[src/rtl/codec_pkg.sv]
// Shared types, WM8731 register map and default initialisation table for the
// codec configuration sequencer.
package codec_pkg;

  // One I2C payload: {reg_addr[6:0], reg_data[8:0]}
  typedef logic [15:0] cfg_word_t;

  typedef enum logic [2:0] {
    PWR_WAIT  = 3'd0,
    LOAD      = 3'd1,
    SEND      = 3'd2,
    WAIT_DONE = 3'd3,
    RUN       = 3'd4,
    ERR       = 3'd5
  } cfg_state_e;

  // WM8731 register addresses
  localparam logic [6:0] R_LLINE   = 7'd0;
  localparam logic [6:0] R_RLINE   = 7'd1;
  localparam logic [6:0] R_LHPOUT  = 7'd2;
  localparam logic [6:0] R_RHPOUT  = 7'd3;
  localparam logic [6:0] R_ANALOG  = 7'd4;
  localparam logic [6:0] R_DIGITAL = 7'd5;
  localparam logic [6:0] R_POWER   = 7'd6;
  localparam logic [6:0] R_FORMAT  = 7'd7;
  localparam logic [6:0] R_SAMPLE  = 7'd8;
  localparam logic [6:0] R_ACTIVE  = 7'd9;
  localparam logic [6:0] R_RESET   = 7'd15;

  // Pack a register address and its 9-bit data into one transfer word
  function automatic cfg_word_t mk_word(input logic [6:0] addr, input logic [8:0] data);
    return {addr, data};
  endfunction

  // True for any register address the WM8731 actually implements
  function automatic logic reg_known(input logic [6:0] addr);
    return (addr inside {R_LLINE, R_RLINE, R_LHPOUT, R_RHPOUT, R_ANALOG, R_DIGITAL,
                         R_POWER, R_FORMAT, R_SAMPLE, R_ACTIVE, R_RESET});
  endfunction

  // Default init order: reset first so the codec starts from a known state,
  // activate last once everything else is programmed. Unused slots are zero.
  localparam cfg_word_t CFG_TABLE [16] = '{
    mk_word(R_RESET,   9'h000),
    mk_word(R_POWER,   9'h007),
    mk_word(R_FORMAT,  9'h01B),
    mk_word(R_SAMPLE,  9'h001),
    mk_word(R_ANALOG,  9'h012),
    mk_word(R_DIGITAL, 9'h000),
    mk_word(R_LHPOUT,  9'h179),
    mk_word(R_RHPOUT,  9'h179),
    mk_word(R_ACTIVE,  9'h001),
    16'h0000, 16'h0000, 16'h0000, 16'h0000,
    16'h0000, 16'h0000, 16'h0000
  };

endpackage

[src/rtl/cfg_timer.sv]
// Loadable down-counter with a zero flag. Holds at zero until reloaded.
module cfg_timer #(
  parameter int         W       = 17,
  parameter logic [W-1:0] RST_VAL = '0
) (
  input  logic         clk,
  input  logic         reset_n,
  input  logic         i_load,
  input  logic [W-1:0] i_load_val,
  input  logic         i_en,
  output logic         o_zero
);

  logic [W-1:0] r_cnt;

  // Load has priority; otherwise count down while enabled and non-zero
  always_ff @(posedge clk or negedge reset_n) begin
    if (!reset_n) begin
      r_cnt <= RST_VAL;
    end else if (i_load) begin
      r_cnt <= i_load_val;
    end else if (i_en && (r_cnt != '0)) begin
      r_cnt <= r_cnt - 1'b1;
    end
  end

  assign o_zero = (r_cnt == '0);

endmodule

[src/rtl/codec_cfg_seq.sv]
// WM8731 register-initialisation sequencer. Walks the configuration table
// through the i2c master handshake with retry/timeout, then tracks runtime
// headphone-volume changes and writes them automatically.
module codec_cfg_seq
  import codec_pkg::*;
#(
  parameter int         NUM_REGS    = 9,
  parameter int         CLK_HZ      = 50000000,
  parameter int         PWRUP_US    = 1000,
  parameter int         TIMEOUT_CYC = 100000,
  parameter int         MAX_RETRY   = 3,
  parameter logic [7:0] DEV_ADDR    = 8'h34,
  parameter logic [1:0] AUD_FMT     = 2'd2
) (
  input  logic        clk,
  input  logic        reset_n,
  input  logic        restart,
  input  logic [6:0]  hp_vol,
  input  logic        i2c_is_busy,
  input  logic        i2c_is_done,
  input  logic        i2c_ack_err,
  output logic        i2c_is_send,
  output logic [7:0]  i2c_addr,
  output logic [15:0] i2c_data,
  output logic        cfg_done,
  output logic        cfg_err,
  output logic [3:0]  cur_idx
);

  localparam int PWR_CYC = (CLK_HZ / 1000000) * PWRUP_US;
  localparam int TMR_MAX = (PWR_CYC > TIMEOUT_CYC) ? PWR_CYC : TIMEOUT_CYC;
  localparam int TMR_W   = (TMR_MAX < 2) ? 1 : $clog2(TMR_MAX + 1);

  localparam logic [TMR_W-1:0] TMR_PWR   = TMR_W'(PWR_CYC);
  localparam logic [TMR_W-1:0] TMR_TO    = TMR_W'(TIMEOUT_CYC);
  localparam logic [3:0]       LAST_IDX  = 4'(NUM_REGS - 1);
  localparam logic [7:0]       RETRY_MAX = 8'(MAX_RETRY);

  cfg_state_e r_state, w_state_next;
  logic [3:0] r_idx, w_idx_next;
  cfg_word_t  r_data, w_data_next;
  logic       r_is_send, w_send_next;
  logic [7:0] r_retry, w_retry_next;
  logic       r_done, w_done_next;
  logic       r_err, w_err_next;
  logic [6:0] r_last_vol, w_last_vol_next;
  logic       r_vol_wr, w_vol_wr_next;
  logic [6:0] r_hp_vol;

  cfg_word_t  w_word;
  logic       w_fail;
  logic       w_tmr_load;
  logic       w_tmr_en;
  logic       w_tmr_zero;

  // One counter serves both the power-up delay (reset value) and the
  // per-attempt transfer timeout (reloaded on every new attempt).
  cfg_timer #(
    .W       (TMR_W),
    .RST_VAL (TMR_PWR)
  ) u_timer (
    .clk        (clk),
    .reset_n    (reset_n),
    .i_load     (w_tmr_load),
    .i_load_val (TMR_TO),
    .i_en       (w_tmr_en),
    .o_zero     (w_tmr_zero)
  );

  // State register
  always_ff @(posedge clk or negedge reset_n) begin
    if (!reset_n) begin
      r_state <= PWR_WAIT;
    end else begin
      r_state <= w_state_next;
    end
  end

  // Sequencer datapath registers
  always_ff @(posedge clk or negedge reset_n) begin
    if (!reset_n) begin
      r_idx      <= 4'd0;
      r_data     <= 16'h0000;
      r_is_send  <= 1'b0;
      r_retry    <= 8'd0;
      r_done     <= 1'b0;
      r_err      <= 1'b0;
      r_last_vol <= 7'd0;
      r_vol_wr   <= 1'b0;
    end else begin
      r_idx      <= w_idx_next;
      r_data     <= w_data_next;
      r_is_send  <= w_send_next;
      r_retry    <= w_retry_next;
      r_done     <= w_done_next;
      r_err      <= w_err_next;
      r_last_vol <= w_last_vol_next;
      r_vol_wr   <= w_vol_wr_next;
    end
  end

  // Register the volume input so runtime change detection sees a stable value
  always_ff @(posedge clk or negedge reset_n) begin
    if (!reset_n) begin
      r_hp_vol <= 7'd0;
    end else begin
      r_hp_vol <= hp_vol;
    end
  end

  // Next-state and datapath decode
  always_comb begin
    w_state_next    = r_state;
    w_idx_next      = r_idx;
    w_data_next     = r_data;
    w_send_next     = r_is_send;
    w_retry_next    = r_retry;
    w_done_next     = r_done;
    w_err_next      = r_err;
    w_last_vol_next = r_last_vol;
    w_vol_wr_next   = r_vol_wr;
    w_tmr_load      = 1'b0;
    w_tmr_en        = 1'b0;
    w_fail          = 1'b0;
    w_word          = CFG_TABLE[r_idx];

    case (r_state)
      PWR_WAIT: begin
        w_tmr_en = 1'b1;
        if (w_tmr_zero) begin
          w_state_next = LOAD;
        end
      end

      LOAD: begin
        // Audio format and left headphone volume come from the environment,
        // not the table; the volume loaded here becomes the baseline for RUN.
        if (w_word[15:9] == R_FORMAT) begin
          w_word[3:2] = AUD_FMT;
        end
        if (w_word[15:9] == R_LHPOUT) begin
          w_word[6:0]     = hp_vol;
          w_last_vol_next = hp_vol;
        end
        w_data_next   = w_word;
        w_retry_next  = 8'd0;
        w_vol_wr_next = 1'b0;
        w_tmr_load    = 1'b1;
        w_state_next  = SEND;
      end

      SEND: begin
        // Raise the request only on an idle master; drop it once the master
        // shows it has taken the word.
        w_tmr_en = 1'b1;
        if (!r_is_send) begin
          if (!i2c_is_busy) begin
            w_send_next = 1'b1;
          end
        end else if (i2c_is_busy) begin
          w_send_next  = 1'b0;
          w_state_next = WAIT_DONE;
        end
        if (w_tmr_zero) begin
          w_fail = 1'b1;
        end
      end

      WAIT_DONE: begin
        w_tmr_en = 1'b1;
        if (i2c_is_done) begin
          if (!i2c_ack_err) begin
            if (r_vol_wr) begin
              w_state_next = RUN;
            end else if (r_idx == LAST_IDX) begin
              w_done_next  = 1'b1;
              w_state_next = RUN;
            end else begin
              w_idx_next   = r_idx + 4'd1;
              w_state_next = LOAD;
            end
          end else begin
            w_fail = 1'b1;
          end
        end else if (w_tmr_zero) begin
          w_fail = 1'b1;
        end
      end

      RUN: begin
        if (restart) begin
          w_done_next   = 1'b0;
          w_err_next    = 1'b0;
          w_idx_next    = 4'd0;
          w_vol_wr_next = 1'b0;
          w_state_next  = LOAD;
        end else if (r_hp_vol != r_last_vol) begin
          // LRHPBOTH=1 mirrors the volume to the right channel, LZCEN=0
          w_data_next     = {R_LHPOUT, 2'b10, r_hp_vol};
          w_last_vol_next = r_hp_vol;
          w_retry_next    = 8'd0;
          w_vol_wr_next   = 1'b1;
          w_tmr_load      = 1'b1;
          w_state_next    = SEND;
        end
      end

      ERR: begin
        if (restart) begin
          w_done_next   = 1'b0;
          w_err_next    = 1'b0;
          w_idx_next    = 4'd0;
          w_vol_wr_next = 1'b0;
          w_state_next  = LOAD;
        end
      end

      default: begin
        w_state_next = PWR_WAIT;
      end
    endcase

    // NACK or timeout: resend the same word until retries run out. A failed
    // volume write is non-fatal and returns to RUN with the error flagged.
    if (w_fail) begin
      w_send_next = 1'b0;
      if (r_retry < RETRY_MAX) begin
        w_retry_next = r_retry + 8'd1;
        w_tmr_load   = 1'b1;
        w_state_next = SEND;
      end else begin
        w_err_next   = 1'b1;
        w_state_next = r_vol_wr ? RUN : ERR;
      end
    end
  end

  assign i2c_is_send = r_is_send;
  assign i2c_addr    = DEV_ADDR;
  assign i2c_data    = r_data;
  assign cfg_done    = r_done;
  assign cfg_err     = r_err;
  assign cur_idx     = r_idx;

endmodule

[config.mk]
export PLATFORM = sky130hd
export DESIGN_NAME = codec_cfg_seq
export DESIGN_NICKNAME = d
export VERILOG_FILES = /design/src/rtl/codec_pkg.sv /design/src/rtl/cfg_timer.sv /design/src/rtl/codec_cfg_seq.sv
export SDC_FILE = /design/constraint.sdc
export NUM_CORES = 1
export LEC_CHECK = 0
export CAP_MARGIN = 5
export CORE_ASPECT_RATIO = 0.9
export CORE_MARGIN = 2
export CORE_UTILIZATION = 55
export CTS_BUF_LIST = sky130_fd_sc_hd__clkbuf_16
export DETAILED_ROUTE_END_ITERATION = 6
export HOLD_SLACK_MARGIN = 0.12
export PLACE_DENSITY_LB_ADDON = 0.12
export SETUP_SLACK_MARGIN = 0.5
export SKIP_LAST_GASP = 1
export SLEW_MARGIN = 15
export SYNTH_ARGS = -nofsm -noshare
export SYNTH_HDL_FRONTEND = slang
export SYNTH_SLANG_ARGS = --single-unit
[constraint.sdc]
create_clock -name clk -period 3.2 [get_ports clk]
set_input_delay 0.64 -clock clk [delete_from_list [all_inputs] [get_ports clk]]
set_output_delay 0.64 -clock clk [all_outputs]
set_load 0.05 [all_outputs]
==> key figures, run 1 <==
Synth
  • Synth top cells by count: dfrtp_1 (56), nand2_1 (40), nor2_1 (30)
  • Synth cell types: 57
  • Mean post-synth cell area: 9.66 um^2
  • Cell with the most instances after synthesis: dfrtp_1
  • Yosys warnings: 0
  • Area leader, netlist: dfrtp_1
  • Post-synth top area share: 0.404
  • Post-synthesis sequential element count: 62
  • Post-synth top flop: dfrtp_1
  • Sequential-to-total area share from yosys stat: 0.449
  • Synth top area cells: dfrtp_1 (40%), mux2_2 (5.8%), dfstp_2 (4.5%), nand2_1 (4.3%), xnor2_1 (3.3%)
  • Asr flop ratio synth: 1.00
  • Mapped Area: ~0.0035 mm^2
  • Post-synth EDFFs: 0
  • Cells after Synth: 359

Timing
  • Slew @ Worst Pin: slightly below 0.9 ns
  • Max_slew headroom: 0.412
  • RSZ-0062 raised after global routing: false
  • Clock Skew: 0.00517 ns
  • Minimum clock period: 2.57 ns
  • Max-slew violation count: 0
  • PnR worst setup slack: 0.627 ns
  • Period utilisation layout: 0.804
  • Fmax: 0.389 GHz
  • Final TNS setup: 0 ns
  • Final setup vio count: 0
  • Final hold vios: 0

Power
  • Switch share: 0.227
  • Psw: 0.385 mW
  • PD cells: around 410 mW/mm^2
  • Maximum vdd ir drop: 0.303 mV
  • Combinational power share: 0.046
  • Clock Power Share: 0.486
  • Total Power: approximately 1.7 mW
  • Sequential power share: 0.468
  • Leakage power: 1.88 nW
  • Int Power: 1.31 mW

Place
  • Placed Cells: 469
  • RePlAce Congestion: 0.842
  • Post-DP HPWL: 5460 um
  • Worst Setup Slack post-DPL: 0.497 ns
  • IO Port Bufs: 31

Hold path
  • Hold WC Path Type: input port to asynchronous set/reset pin

Detailed routing
  • DR iter-0 viols: 192
  • Via Count: 2759
  • Remaining antenna violation count: 0
  • Drt drc: 0
  • Via density: 5.70
  • Met3 wire len: 415 um
  • Total length of routed wires: slightly below 8000 um
  • Met1 wire length: 3850 um
  • Wirelength per Cell: 16.2 um
  • WL met2: approximately 3500 um
  • Top layer in use: met4
  • Pre-antenna DRT Iters: 5

Setup path
  • Slowest stage delay, CP: ~0.56 ns
  • Slowest CP cell: or4_4
  • Crit path launch type: flip-flop
  • Critical Path, Cell by Cell: or4_4 > or4_4 > o31a_4 > mux2_4 > mux2_4
  • Data arrival, critical path: 2.78 ns
  • CP Class: flip-flop to flip-flop
  • CP required: 3.41 ns
  • R2R depth: 5
  • Crit Path Max Fanout: 8
  • Setup crit end kind: flip-flop

Global routing
  • Total grt overflow: 0
  • Initial antenna violation count: 0
  • Vias in the first global route: roughly 2600
  • Gr usage total: 0.251
  • Largest net degree at the start of global routing: 26
  • First-pass GRT wire length: 13200 um

Job
  • Maxcap violations: 0

Clocking
  • Clock-pin slew on the worst setup and hold paths: ~0.050 ns
  • CTS Buffer Depth: 2
  • CTS buffer count: 9
  • CTS tree: done
  • H-tree Lvls: 3
  • Root Buffer: clkbuf_16
  • Clock Sinks: 62
  • Worst skew pair latency: 0.33 ns

Outcome
  • Status: completed

Cells and area
  • N_diodes: 0
  • Final #Nets: between 400 and 500
  • Area Growth Syn to Fin: 18.1%
  • Layout cell share with drive strength beyond 1: 0.139
  • Fin cells: between 400 and 500
  • Fillers: ~500

Die
  • Die Area: 0.00696 mm^2
  • Die W: 87.7 um
  • Core area: 0.00611 mm^2
  • Initial Utilization: 0.567
  • Row count: 27
  • IO Count: 44
  • Die H: between 70 and 80 um
power by group through the flow:
stage          clock network (mW)  registers [mW]  logic (mW)
2_1_floorplan                   0           0.806      0.0523
3_3_place_gp                    0           0.807      0.0786
3_5_place_dp                    0           0.807      0.0790
4_1_cts                     0.839           0.794      0.0793
5_1_grt                     0.880           0.794      0.0869
6_report                    0.824           0.794      0.0785
layer usage:
metal	vias up	GRT usage
li1	1315	-
met1	1350	0.384
met2	85	0.338
met3	9	0.0759
met4	0	0.0754
met5	-	0
final timing paths:
kind	from	end	slack (ns)
worst min-delay path	reset_n	u_timer.r_cnt[1]	0.30
worst max register to register	u_timer.r_cnt[9]	r_state[1]	0.63
worst max-delay path	u_timer.r_cnt[9]	r_state[1]	0.63
min in group clk	cfg_err	cfg_err	0.49
max in group asynchronous	reset_n	u_timer.r_cnt[14]	2.16
worst min register to register	cfg_err	cfg_err	0.49
per-stage QoR:
step                utilization  area (um^2)  hold slack [ns]
floorplan                     -         3510            0.344
global placement          0.627         3830            0.486
detailed placement        0.627         3830            0.481
CTS                       0.667         4080            0.312
global route              0.670         4100            0.346
finish                    0.670         4100            0.296
state kept, by name (all words and copies together), names as in the netlist:
signal	count
cfg_err	1
i2c_data	12
cfg_done	1
r_last_vol	7
r_vol_wr	1
r_retry	8
u_timer.r_cnt	17
r_state	3
r_hp_vol	7
i2c_is_send	1
cur_idx	4
cell families after synthesis:
logic type                 after synthesis  share of synthesized area
AOI/OAI and AO/OA                       69                      0.134
xor gates and xnor gates                19                     0.0480
adders and majority gates                8                     0.0289
buffers and inverters                   37                     0.0555
DFF                                     62                      0.449
muxes                                   24                     0.0786
other                                    2                    0.00216
and+or+nand+nor                        138                      0.204
critical path, delay by kind of cell (launching register included):
kind | cells | cell delay (ns)
compound gates | 1 | 0.43
flops | 1 | 0.39
simple gates | 2 | 1.07
mux | 2 | 0.55
repair_timing:
item                       4_1_cts  5_1_grt
resized for setup                0        2
setup buffers                    0        0
hold buffers                     0        0
setup endpoints to repair        0        4
final cells by class:
| cell class | count | area (um^2) | share of cell area |
|---|---|---|---|
| Inverter | 10 | 37.5 | 0.00916 |
| Clock inverter | 6 | 22.5 | 0.00550 |
| Clock buffer | 9 | 225 | 0.0550 |
| Multi-Input combinational cell | 270 | 1770 | 0.432 |
| Sequential cell | 62 | 1560 | 0.381 |
| Timing Repair Buffer | 40 | 373 | 0.0910 |
| Tap cell | 87 | 109 | 0.0266 |
placed cells by master, fill, tap and decap left out, types with 6 or more instances in the layout:
| master | count |
|---|---|
| a21oi_1 | 19 |
| and3_1 | 7 |
| buf_4 | 9 |
| clkbuf_16 | 9 |
| clkdlybuf4s50_1 | 30 |
| conb_1 | 12 |
| dfrtp_1 | 56 |
| dfstp_2 | 6 |
| ha_1 | 8 |
| inv_1 | 12 |
| mux2_2 | 18 |
| nand2_1 | 40 |
| nand3_1 | 12 |
| nor2_1 | 30 |
| nor4_1 | 7 |
| o21ai_0 | 19 |
| or3_1 | 7 |
| xnor2_1 | 13 |
| xor2_1 | 6 |
No activity file was read; power rests on OpenSTA's default activity.
==> run 2: changes to the inputs <==
Clock period 3.2 ns to 2.4 ns, I/O delays scaled along.
==> key figures, run 2 (synthesis results as in run 1) <==
Power
  • Total Power: 2.52 mW (was 1.70 mW)
  • Clock Power Share: 0.535 (was 0.486)
  • Int Power: 1.98 mW (was 1.31 mW)
  • Psw: 0.540 mW (was 0.385 mW)
  • Switch share: 0.215 (was 0.227)
  • Maximum vdd ir drop: 0.511 mV (was 0.303 mV)
  • Leakage power: 2.25 nW (was 1.88 nW)
  • Sequential power share: 0.421 (was 0.468)
  • PD cells: 536 mW/mm^2 (was 414 mW/mm^2)
  • Combinational power share: 0.044 (was 0.046)

Setup path
  • CP Class: flip-flop to flip-flop (unchanged)
  • Critical Path Source: u_timer.r_cnt[12] (was u_timer.r_cnt[9])
  • Crit Path Max Fanout: 4 (was 8)
  • Delay-heaviest family, CP: simple AND/OR/NAND/NOR gates (unchanged)
  • CP required: 2.61 ns (was 3.41 ns)
  • Setup crit end kind: flip-flop (unchanged)
  • Crit path launch type: flip-flop (unchanged)
  • Slowest CP cell: or4_4 (unchanged)
  • R2R Path End: r_state[1] (unchanged)
  • Data arrival, critical path: 2.60 ns (was 2.78 ns)
  • Buf/Inv on CP: 0 (unchanged)
  • Critical Path, Cell by Cell: or4_4 > or4_4 > o31a_4 > mux2_4 > mux2_4 (unchanged)
  • R2R depth: 5 (unchanged)
  • Reg-to-Reg Start: u_timer.r_cnt[12] (was u_timer.r_cnt[9])
  • Slowest stage delay, CP: 0.54 ns (was 0.56 ns)
  • Worst R2R Setup Slack: 0.01 ns (was 0.63 ns)

Place
  • RePlAce Congestion: 0.812 (was 0.842)
  • Post-DP HPWL: 5890 um (was 5460 um)
  • Placed cell area: 0.00402 mm^2 (was 0.00383 mm^2)
  • Placed Cells: 483 (was 469)
  • Worst Setup Slack post-DPL: 0.00466 ns (was 0.497 ns)
  • IO Port Bufs: 31 (unchanged)

Timing
  • RSZ-0062 raised after global routing: true (was false)
  • Slew @ Worst Pin: 0.615 ns (was 0.882 ns)
  • Period utilisation layout: 0.995 (was 0.804)
  • Fmax: 0.419 GHz (was 0.389 GHz)
  • Hold Worst Slack: 0.146 ns (was 0.296 ns)
  • PnR worst setup slack: 0.0114 ns (was 0.627 ns)
  • Max-slew violation count: 0 (unchanged)
  • Final setup vio count: 0 (unchanged)
  • Clock Skew: 0.00692 ns (was 0.00517 ns)
  • Final TNS setup: 0 ns (unchanged)
  • Max_slew headroom: 0.588 (was 0.412)
  • Minimum clock period: 2.39 ns (was 2.57 ns)
  • Final hold vios: 0 (unchanged)

Clocking
  • Root Buffer: clkbuf_16 (unchanged)
  • Worst skew pair latency: 0.33 ns (about the same)
  • Clock Sinks: 62 (unchanged)
  • CTS tree: done (unchanged)
  • CTS buffer count: 9 (unchanged)
  • CTS Buffer Depth: 2 (unchanged)
  • Cts hold-fix bufs: 0 (unchanged)
  • H-tree Lvls: 3 (unchanged)
  • Clock-pin slew on the worst setup and hold paths: 0.06 ns (was 0.05 ns)

Die
  • Initial Utilization: 0.567 (unchanged)
  • Row count: 27 (unchanged)
  • Die Area: 0.00696 mm^2 (unchanged)
  • Die W: 87.7 um (unchanged)
  • Die H: 79.4 um (unchanged)
  • Core area: 0.00611 mm^2 (unchanged)
  • IO Count: 44 (unchanged)

Outcome
  • Status: completed (unchanged)

Cells and area
  • Final #Nets: 449 (was 414)
  • FF/Latch Area: 0.00156 mm^2 (about the same)
  • Largest Register: u_timer.r_cnt (unchanged)
  • Multi-input gate area: 0.00201 mm^2 (was 0.00177 mm^2)
  • Post-route cell area: 0.00470 mm^2 (was 0.00410 mm^2)
  • Most frequent cells in the layout: dfrtp_1 (53), nand2_1 (38), buf_4 (35), nor2_1 (28), dlygate4sd2_1 (18) (was dfrtp_1 (56), nand2_1 (40), nor2_1 (30), clkdlybuf4s50_1 (30))
  • Layout cell share with drive strength beyond 1: 0.293 (was 0.139)
  • Utilization after layout: 0.769 (was 0.670)
  • Area Growth Syn to Fin: 35.4% (was 18.1%)
  • N_diodes: 0 (unchanged)
  • Fin cells: 520 (was 484)
  • Max reg flops: 17 (unchanged)
  • Fillers: 413 (was 498)
  • Commonest non-fill, non-tap cell in the layout: dfrtp_1 (unchanged)

Detailed routing
  • Wirelength per Cell: 17.5 um (was 16.2 um)
  • DR iter-0 viols: 269 (was 192)
  • Via Count: 2973 (was 2759)
  • Remaining antenna violation count: 0 (unchanged)
  • Via density: 5.72 (was 5.70)
  • Drt drc: 0 (unchanged)
  • Total length of routed wires: 9110 um (was 7840 um)
  • Pre-antenna DRT Iters: 5 (unchanged)

Global routing
  • Initial antenna violation count: 0 (unchanged)
  • Met1 Resource Use GR: 0.394 (was 0.384)
  • Total grt overflow: 0 (unchanged)
  • First-pass GRT wire length: 14400 um (was 13200 um)
  • Most Used Layer, Global Route: met2 (was met1)
  • Gr usage total: 0.274 (was 0.251)
  • Vias in the first global route: 2814 (was 2626)
  • Largest net degree at the start of global routing: 63 (was 26)
  • Global routing usage on met3: 0.0728 (was 0.0759)
  • Met2 Usage GRT: 0.412 (was 0.338)

Hold path
  • Hold WC Path Type: input port to asynchronous set/reset pin (unchanged)

Job
  • Maxcap violations: 0 (unchanged)
## run 2: changes by cell type in the layout (fill, tap and decap cells not counted), sizes merged, moves of 2 or more
cell / before / now
buf: 10 / 45
clkdlybuf4s50: 30 / 10
dlygate4sd2: 0 / 18
bufinv: 0 / 2
## run 2: metal layers
layer	share of wire	wire length, um	up-vias
met3	0.051	461	8
li1	-	-	1400
met2	0.46	4220	101
met4	0.0094	86	0
met5	0	0	-
met1	0.48	4340	1464
## run 2: worst register-to-register path, cell delays in order (launching register included)
cell and delay, ns:
dfrtp_1 0.38, or4_4 0.54, or4_4 0.46, o31a_4 0.33
mux2_4 0.30, mux2_4 0.25
## run 2: what timing repair did
| action | in CTS | in global routing |
|---|---|---|
| resized for setup | 44 | 26 |
| gates cloned | 0 | 1 |
| pin swaps | 5 | 4 |
| setup endpoints to repair | 62 | 43 |
| setup buffers | 13 | 7 |
## run 2: layout make-up
cell class              instances  area share
clock buffers                   9      0.0479
repair buffers                 75       0.144
flip-flops and latches         62       0.333
well taps                      87      0.0232
clock inverters                 7      0.0173
multi-input cells             270       0.427
inverters                      10     0.00799
## run 2: power by group through the flow
stage	registers [mW]	logic, mW	clock network, mW
2_1_floorplan	1.07	0.0698	0
3_5_place_dp	1.08	0.107	0
5_1_grt	1.06	0.121	1.42
3_3_place_gp	1.08	0.106	0
4_1_cts	1.06	0.110	1.35
6_report	1.06	0.111	1.35
## run 2: worst max-delay path by stage
stage,endpoint,slack [ns],cells past startpoint
floorplan,r_state[1],-0.06,6
global placement,r_state[1],0.04,5
detailed placement,r_state[1],0.005,5
CTS,r_state[1],0.03,5
global route,r_state[0],-0.04,6
finish,r_state[1],0.01,5
==> run 3: changes to the inputs <==
Settings changed: CAP_MARGIN 5 to not set, CORE_UTILIZATION 55 to 40.
Clock period 2.4 ns to 3 ns, I/O delays scaled along.
==> key figures, run 3 (synthesis results as in run 1) <==
Outcome
  • Status: completed (unchanged)

Timing
  • Slew @ Worst Pin: 0.745 ns (was 0.615 ns)
  • Period utilisation layout: 0.841 (was 0.995)
  • Clock Skew: 0.00595 ns (was 0.00692 ns)
  • Hold Worst Slack: 0.278 ns (was 0.146 ns)
  • Minimum clock period: 2.52 ns (was 2.39 ns)
  • Final setup vio count: 0 (unchanged)
  • RSZ-0062 raised after global routing: true (unchanged)
  • Fmax: 0.397 GHz (was 0.419 GHz)
  • Max_slew headroom: 0.490 (was 0.588)
  • Final TNS setup: 0 ns (unchanged)
  • Max-slew violation count: 0 (unchanged)
  • Final hold vios: 0 (unchanged)
  • PnR worst setup slack: 0.478 ns (was 0.0114 ns)

Cells and area
  • Most frequent cells in the layout: dfrtp_1 (56), nand2_1 (40), nor2_1 (30), clkdlybuf4s50_1 (28) (was dfrtp_1 (53), nand2_1 (38), buf_4 (35), nor2_1 (28), dlygate4sd2_1 (18))
  • Commonest non-fill, non-tap cell in the layout: dfrtp_1 (unchanged)
  • Utilization after layout: 0.498 (was 0.769)
  • Max reg flops: 17 (unchanged)
  • Post-route cell area: 0.00423 mm^2 (was 0.00470 mm^2)
  • Area Growth Syn to Fin: 21.8% (was 35.4%)
  • Fin cells: 517 (was 520)
  • Final #Nets: 414 (was 449)
  • Largest Register: u_timer.r_cnt (unchanged)
  • N_diodes: 0 (unchanged)
  • Layout cell share with drive strength beyond 1: 0.156 (was 0.293)

Global routing
  • Total grt overflow: 0 (unchanged)
  • First-pass GRT wire length: 14000 um (was 14400 um)
  • Vias in the first global route: 2715 (was 2814)
  • Gr usage total: 0.194 (was 0.274)
  • Initial antenna violation count: 0 (unchanged)
  • Largest net degree at the start of global routing: 38 (was 63)

Setup path
  • Crit path launch type: flip-flop (unchanged)
  • Crit Path Max Fanout: 8 (was 4)
  • Reg-to-Reg Start: u_timer.r_cnt[11] (was u_timer.r_cnt[12])
  • Worst R2R Setup Slack: 0.48 ns (was 0.01 ns)
  • Setup crit end kind: flip-flop (unchanged)
  • CP required: 3.22 ns (was 2.61 ns)
  • Critical Path Source: u_timer.r_cnt[11] (was u_timer.r_cnt[12])
  • R2R depth: 5 (unchanged)
  • CP Class: flip-flop to flip-flop (unchanged)
  • R2R Path End: r_state[1] (unchanged)
  • Data arrival, critical path: 2.74 ns (was 2.60 ns)

Detailed routing
  • Pre-antenna DRT Iters: 4 (was 5)
  • Remaining antenna violation count: 0 (unchanged)
  • Drt drc: 0 (unchanged)
  • DR iter-0 viols: 113 (was 269)
  • Wirelength per Cell: 15.8 um (was 17.5 um)
  • Total length of routed wires: 8190 um (was 9110 um)
  • Via density: 5.23 (was 5.72)
  • Via Count: 2704 (was 2973)

Die
  • Core area: 0.00849 mm^2 (was 0.00611 mm^2)
  • Row count: 32 (was 27)
  • Initial Utilization: 0.409 (was 0.567)
  • IO Count: 44 (unchanged)
  • Die W: 102 um (was 87.7 um)
  • Die Area: 0.00944 mm^2 (was 0.00696 mm^2)
  • Die H: 92.4 um (was 79.4 um)

Power
  • Leakage power: 1.91 nW (was 2.25 nW)
  • Total Power: 2.03 mW (was 2.52 mW)
  • Sequential power share: 0.416 (was 0.421)
  • PD cells: 482 mW/mm^2 (was 536 mW/mm^2)
  • Clock Power Share: 0.542 (was 0.535)
  • Int Power: 1.58 mW (was 1.98 mW)
  • Switch share: 0.221 (was 0.215)
  • Maximum vdd ir drop: 0.239 mV (was 0.511 mV)
  • Psw: 0.450 mW (was 0.540 mW)
  • Combinational power share: 0.042 (was 0.044)

Clocking
  • CTS tree: done (unchanged)
  • H-tree Lvls: 3 (unchanged)
  • Cts hold-fix bufs: 0 (unchanged)
  • Clock Sinks: 62 (unchanged)
  • CTS Buffer Depth: 2 (unchanged)
  • Root Buffer: clkbuf_16 (unchanged)
  • Worst skew pair latency: 0.34 ns (was 0.33 ns)
  • Clock-pin slew on the worst setup and hold paths: 0.05 ns (was 0.06 ns)
  • CTS buffer count: 9 (unchanged)

Place
  • IO Port Bufs: 31 (unchanged)
  • Placed cell area: 0.00388 mm^2 (was 0.00402 mm^2)
  • RePlAce Congestion: 0.834 (was 0.812)
  • Post-DP HPWL: 5760 um (was 5890 um)
  • Worst Setup Slack post-DPL: 0.325 ns (was 0.00466 ns)
  • Placed Cells: 500 (was 483)

Job
  • Maxcap violations: 0 (unchanged)

Hold path
  • Hold WC Path Type: input port to asynchronous set/reset pin (unchanged)
-- run 3: cell types whose count changed in the layout (fill, tap and decap cells not counted), moves of 3 or more --
cell	change
buf_4	-27
dlygate4sd2_1	-17
a21oi_2	-5
clkdlybuf4s50_1	+18
dfrtp_2	-3
mux2_4	-8
mux2_2	+8
a21oi_1	+5
buf_6	-6
dfrtp_1	+3
-- run 3: power groups by stage --
stage                     Sequential [mW]  Clock (mW)  Combinational (mW)
final                               0.846        1.10              0.0854
after CTS                           0.846        1.13              0.0871
after global routing                0.846        1.17              0.0942
after global placement              0.860           0              0.0863
after detailed placement            0.860           0              0.0866
after floorplan                     0.860           0              0.0558
-- run 3: how the worst max path moves through the flow --
stage | to | slack, ns | cells after the start
finish | r_state[1] | 0.48 | 5
global route | r_state[1] | 0.44 | 5
CTS | r_state[1] | 0.49 | 5
detailed placement | u_timer.r_cnt[5] | 0.33 | 6
global placement | r_retry[0] | 0.41 | 6
floorplan | r_state[1] | 0.51 | 5
-- run 3: final cells by class --
class	count	area, um^2
clock buffers	9	225
clock inverters	7	88.8
fillers	812	4260
inverters	10	37.5
multi-input cells	270	1780
flip-flops and latches	62	1560
well taps	119	149
repair buffers	40	387
-- run 3: repair_timing --
action | CTS | global route
gates resized for setup | 4 | 2
pin swaps | 0 | 0
endpoints found under the hold margin | 0 | 0
setup buffers | 0 | 1
setup endpoints to repair | 4 | 10
-- run 3: routing by layer --
metal / up-vias / wire, um / GRT usage
met5: - / 0 / 0
met4: 0 / 187 / 0.0822
met3: 15 / 400 / 0.0438
met2: 57 / 3510 / 0.273
met1: 1310 / 4100 / 0.286
li1: 1322 / - / -
-- run 3: worst max-delay path, stage by stage, from the launching register on --
cell     delay [ns]
dfrtp_1        0.41
or4_4          0.56
or4_4          0.51
o31a_4         0.36
a32oi_4        0.25
mux2_4         0.32
